--- config.mk ---
export PLATFORM = sky130hd
export DESIGN_NAME = iq_write
export DESIGN_NICKNAME = d
export VERILOG_FILES = /design/src/rtl/iq_write.sv
export SDC_FILE = /design/constraint.sdc
export NUM_CORES = 1
export LEC_CHECK = 0
export ABC_CLOCK_PERIOD_IN_PS = 3900
export BUFFER_PORTS_ARGS = -buffer_cell sky130_fd_sc_hd__buf_2
export CAP_MARGIN = 20
export CORE_ASPECT_RATIO = 1.25
export CORE_UTILIZATION = 33
export CTS_CLUSTER_DIAMETER = 120
export CTS_CLUSTER_SIZE = 14
export DETAILED_ROUTE_END_ITERATION = 10
export PLACE_DENSITY = 0.62
export SLEW_MARGIN = 10
export SYNTH_ARGS = -nofsm -noshare
export SYNTH_HDL_FRONTEND = slang
export SYNTH_SLANG_ARGS = --single-unit
--- constraint.sdc ---
create_clock -name clock -period 3.9 [get_ports clock]
set_input_delay 0.39 -clock clock [delete_from_list [all_inputs] [get_ports clock]]
set_output_delay 0.39 -clock clock [all_outputs]
set_load 0.01 [all_outputs]
--- src/rtl/iq_write.sv ---
// iq_write: accepts one fixed-point I/Q pair, dequantizes both components to
// 16-bit saturated integers, packs them into one word and writes it to a
// downstream FIFO. One pair in flight; IDLE -> PACK -> EMIT -> IDLE.
module iq_write #(
    parameter int unsigned DATA_WIDTH     = 32,
    parameter int unsigned QUANTIZE_WIDTH = 10
) (
    input  logic                  clock,
    input  logic                  reset,
    input  logic                  dataAvailible,
    input  logic [DATA_WIDTH-1:0] i_data_in,
    input  logic [DATA_WIDTH-1:0] q_data_in,
    output logic                  in_rd_en,
    input  logic                  out_full,
    output logic [DATA_WIDTH-1:0] iq_data_out,
    output logic                  out_wr_en,
    output logic [15:0]           sat_count
);

    // One extra bit so the rounding add cannot overflow.
    localparam int unsigned EXT_W = DATA_WIDTH + 1;
    localparam logic signed [EXT_W-1:0] ROUND_ADD = EXT_W'(2 ** (QUANTIZE_WIDTH - 1));
    localparam logic signed [EXT_W-1:0] SAT_MAX   = EXT_W'(32767);
    localparam logic signed [EXT_W-1:0] SAT_MIN   = -EXT_W'(32768);

    typedef enum logic [1:0] {
        S_IDLE = 2'd0,
        S_PACK = 2'd1,
        S_EMIT = 2'd2
    } state_t;

    state_t                r_state;
    state_t                w_state_next;
    logic [DATA_WIDTH-1:0] r_i_hold;
    logic [DATA_WIDTH-1:0] r_q_hold;
    logic [DATA_WIDTH-1:0] r_iq_data;
    logic [15:0]           r_sat_count;

    logic [16:0]           w_i_deq;
    logic [16:0]           w_q_deq;
    logic [DATA_WIDTH-1:0] w_packed;
    logic [16:0]           w_sat_sum;
    logic [15:0]           w_sat_next;

    // Round-half-up, arithmetic shift, clamp to int16. Bit 16 flags a clamp.
    function automatic logic [16:0] dequant(input logic [DATA_WIDTH-1:0] x);
        logic signed [EXT_W-1:0] v_ext;
        logic signed [EXT_W-1:0] v_shr;
        logic [16:0]             v_res;
        v_ext = signed'({x[DATA_WIDTH-1], x});
        v_shr = (v_ext + ROUND_ADD) >>> QUANTIZE_WIDTH;
        if (v_shr > SAT_MAX) begin
            v_res = {1'b1, 16'h7FFF};
        end else if (v_shr < SAT_MIN) begin
            v_res = {1'b1, 16'h8000};
        end else begin
            v_res = {1'b0, v_shr[15:0]};
        end
        return v_res;
    endfunction

    assign w_i_deq    = dequant(r_i_hold);
    assign w_q_deq    = dequant(r_q_hold);
    assign w_packed   = DATA_WIDTH'({w_q_deq[15:0], w_i_deq[15:0]});
    assign w_sat_sum  = {1'b0, r_sat_count} + 17'(w_i_deq[16]) + 17'(w_q_deq[16]);
    assign w_sat_next = w_sat_sum[16] ? 16'hFFFF : w_sat_sum[15:0];

    assign iq_data_out = r_iq_data;
    assign sat_count   = r_sat_count;

    // State register.
    always_ff @(posedge clock) begin
        if (reset) begin
            r_state <= S_IDLE;
        end else begin
            r_state <= w_state_next;
        end
    end

    // Next-state logic.
    always_comb begin
        w_state_next = r_state;
        case (r_state)
            S_IDLE:  if (dataAvailible) w_state_next = S_PACK;
            S_PACK:  w_state_next = S_EMIT;
            S_EMIT:  if (!out_full) w_state_next = S_IDLE;
            default: w_state_next = S_IDLE;
        endcase
    end

    // Handshake strobes; both forced low while reset is held.
    always_comb begin
        in_rd_en  = 1'b0;
        out_wr_en = 1'b0;
        if (!reset) begin
            case (r_state)
                S_IDLE:  in_rd_en  = dataAvailible;
                S_EMIT:  out_wr_en = !out_full;
                default: ;
            endcase
        end
    end

    // Capture the pair on accept; update output word and clamp count in PACK.
    always_ff @(posedge clock) begin
        if (reset) begin
            r_i_hold    <= '0;
            r_q_hold    <= '0;
            r_iq_data   <= '0;
            r_sat_count <= '0;
        end else begin
            if (in_rd_en) begin
                r_i_hold <= i_data_in;
                r_q_hold <= q_data_in;
            end
            if (r_state == S_PACK) begin
                r_iq_data   <= w_packed;
                r_sat_count <= w_sat_next;
            end
        end
    end

endmodule

==> qor.yml <==
synthToLayoutAreaGrowth_pct: 20.2
worstRegToRegCells: 14
drv_cap: 0
cts_tree: "built"
final_layout_size_suffix_gt1_frac: 0.224
ys_ff_latch: 96
fin_skew_ns: 0.00955
cts_made_buffers: 9
critical_path_arrival_ns: 3.88
final.min_clock_period_ns: 3.68
finalSetupTns_ns: 0
fin_ws_ns: 0.217
cp_cell_sequence: "ha_1, and3_2, or4_1, a211oi_1, o22ai_1, or3_1, o21ai_0, fa_2, inv_1, ha_1, and3_1, and3_2, nor4_1, a211oi_1"
crit_buf_inv: 1
die_w_um: 110
relSlewSlack: 0.299
antenna_found_initial: 1
worstPathMaxFanout: 8
drt-total-wl_um: 12700
finalHoldViolations: 0
p_comb_frac: 0.112
drc: 0
fin_util: 0.413
crit_type: "reg2reg"
vdd.ir_drop.worst_v: 0.000178
finalCritPeriodShare: 0.944
rr_endpoint: "sat_count[15]$_SDFFE_PP0N_"
p_int_uw: 1570
fin_nets: 763
syn_inst: 603
cpLargestDelayFamily: "simple AND/OR/NAND/NOR gates"
grt_max_degree: 71
synth_area_mm2: 0.00481
die_area_mm2: 0.0151
start_util: 0.343
hpwl_um: 9310
r2r-start: "r_i_hold[9]$_SDFFE_PP0P_"
gp_congestion: 0.813
cts.sinks: 96
cts_setup_buffers: 0
synthFlopType: "dfxtp_1"
status: "finished clean"
regToRegSetupSlack_ns: 0.22
yosys.cell_types.count: 58
rows: 48
fmax_mhz: 271
critical-path-max-stage-delay_ns: 0.40
grt_pass1_vias: 4368
overflow: 0
final_cell_mix: "nand2_1, buf_2, dfxtp_1"
vias: 4500
ios: 118
synth-async-reset-ratio: 0
power_uw: 2180
synth_seq_area_share: 0.400
clkTransAtPathRegs_ns: 0.08
avgSynthCellArea_um2: 7.97
worst-path-stages: 14
stdcell_area_mm2: 0.00578
via_per_inst: 5.15
worstSetupEndpointType: "flop"
synth_top_area_frac: 0.400
power_density_mw_per_mm2: 377
dpl_cell_area_mm2: 0.00548
final_common_cell: "nand2_1"
p_clk_frac: 0.394
setup_viol: 0
routedWlPerCell_um: 14.6
synth-edff-count: 0
cts_buffer_depth: 2
drv_slew: 0
dp_slack_ns: 0.184
insertion_delay_ns: 0.35
cp-start-kind: "flop"
syn_nets: 675
p_switching_uw: 601
yosys_warnings: 0
core_area_mm2: 0.0140
root_buffer: "clkbuf_16"
min_path_type: "in2reg"
drt_first_pass_iters: 4
drt-initial-drc-count: 165
crit_end: "sat_count[15]$_SDFFE_PP0N_"
p_seq_frac: 0.493
worstPathRequired_ns: 4.09
synth_area_leaders: "dfxtp_1, nand2_1, a21oi_1"
p_sw_frac: 0.276
rsz0062_at_grt: "no"
portBuffers: 99
grt.total_usage: 0.174
dieHeight_um: 137
crit_start: "r_i_hold[9]$_SDFFE_PP0P_"
synth_area_leader_cell: "dfxtp_1"
grt_pass1_wl_um: 20600
critical-path-slowest-cell: "or4_1"
worst_slew_pin_slew_ns: 1.05
p_leak_uw: 0.00229
h-tree-depth: 3
drtAntennaViolNets: 0
==> layer usage <==
layer	global-route usage	vias to the layer above	routed length, µm
met5	0	-	0
met4	0.0585	0	158
met3	0.0338	13	500
met2	0.319	84	6700
met1	0.199	2111	5380
li1	-	2292	-
==> worst register-to-register path, delay by kind of cell, from the launching register on <==
kind            cells  cell delay (ns)
compound gates      4             0.63
fa+ha+maj           3             0.70
buf+inv             1             0.06
flops               1             0.35
simple gates        6             1.79
==> synthesized netlist by cell type (all sizes together) (6+ instances only) <==
| cell type | instances |
|---|---|
| and3 | 8 |
| nand2 | 152 |
| xor2 | 20 |
| nand4 | 12 |
| clkbuf | 27 |
| and4 | 6 |
| buf | 11 |
| inv | 8 |
| o211ai | 10 |
| a21oi | 64 |
| dfxtp | 96 |
| a211oi | 8 |
| xnor2 | 24 |
| nor4 | 7 |
| a22oi | 16 |
| nor2 | 31 |
| nand3 | 34 |
| a31oi | 7 |
| nand2b | 6 |
==> how the worst min path moves through the flow <==
stage | from | end | depth (start not counted)
floorplan | r_q_hold[22]$_SDFFE_PP0P_ | r_q_hold[22]$_SDFFE_PP0P_ | 2
global placement | iq_data_out[30]$_SDFFE_PP0N_ | iq_data_out[30]$_SDFFE_PP0N_ | 2
detailed placement | iq_data_out[22]$_SDFFE_PP0N_ | iq_data_out[22]$_SDFFE_PP0N_ | 2
CTS | i_data_in[19] | r_i_hold[19]$_SDFFE_PP0P_ | 3
global route | i_data_in[19] | r_i_hold[19]$_SDFFE_PP0P_ | 3
finish | i_data_in[14] | r_i_hold[14]$_SDFFE_PP0P_ | 3
==> power groups by stage <==
stage | sequential (µW) | clock, µW | combinational, µW
after floorplan | 1090 | 0 | 151
after global placement | 1090 | 0 | 241
after detailed placement | 1100 | 0 | 247
after CTS | 1070 | 882 | 248
after global routing | 1080 | 927 | 274
final | 1070 | 857 | 245
==> through the flow <==
stage	cells	hold slack [ns]
finish	873	0.274
global route	871	0.261
CTS	871	0.265
detailed placement	855	0.455
global placement	855	0.441
floorplan	603	0.461
==> state kept, by name (all words and copies together), names as in the netlist <==
name	count
r_q_hold	23
iq_data_out	32
sat_count	16
r_state	2
r_i_hold	23
==> cell type report <==
class	count	area, µm²
Antenna cell	2	5.00
Inverter	8	30.0
Tap cell	175	219
Fill cell	1452	8220
Clock buffer	9	225
Multi-Input combinational cell	461	2700
Timing Repair Buffer	115	616
Clock inverter	7	60.1
Sequential cell	96	1920
==> timing repair <==
action	4_1_cts	5_1_grt
resized for setup	0	4
setup endpoints to repair	0	12
hold buffers	0	0
==> cell families after synthesis <==
group           synth area share
compound gates             0.185
xor+xnor                  0.0802
fa+ha+maj                 0.0120
buf+inv                   0.0406
flops                      0.400
mux                      0.00208
simple gates               0.280
(Power assumes the default switching activity.)
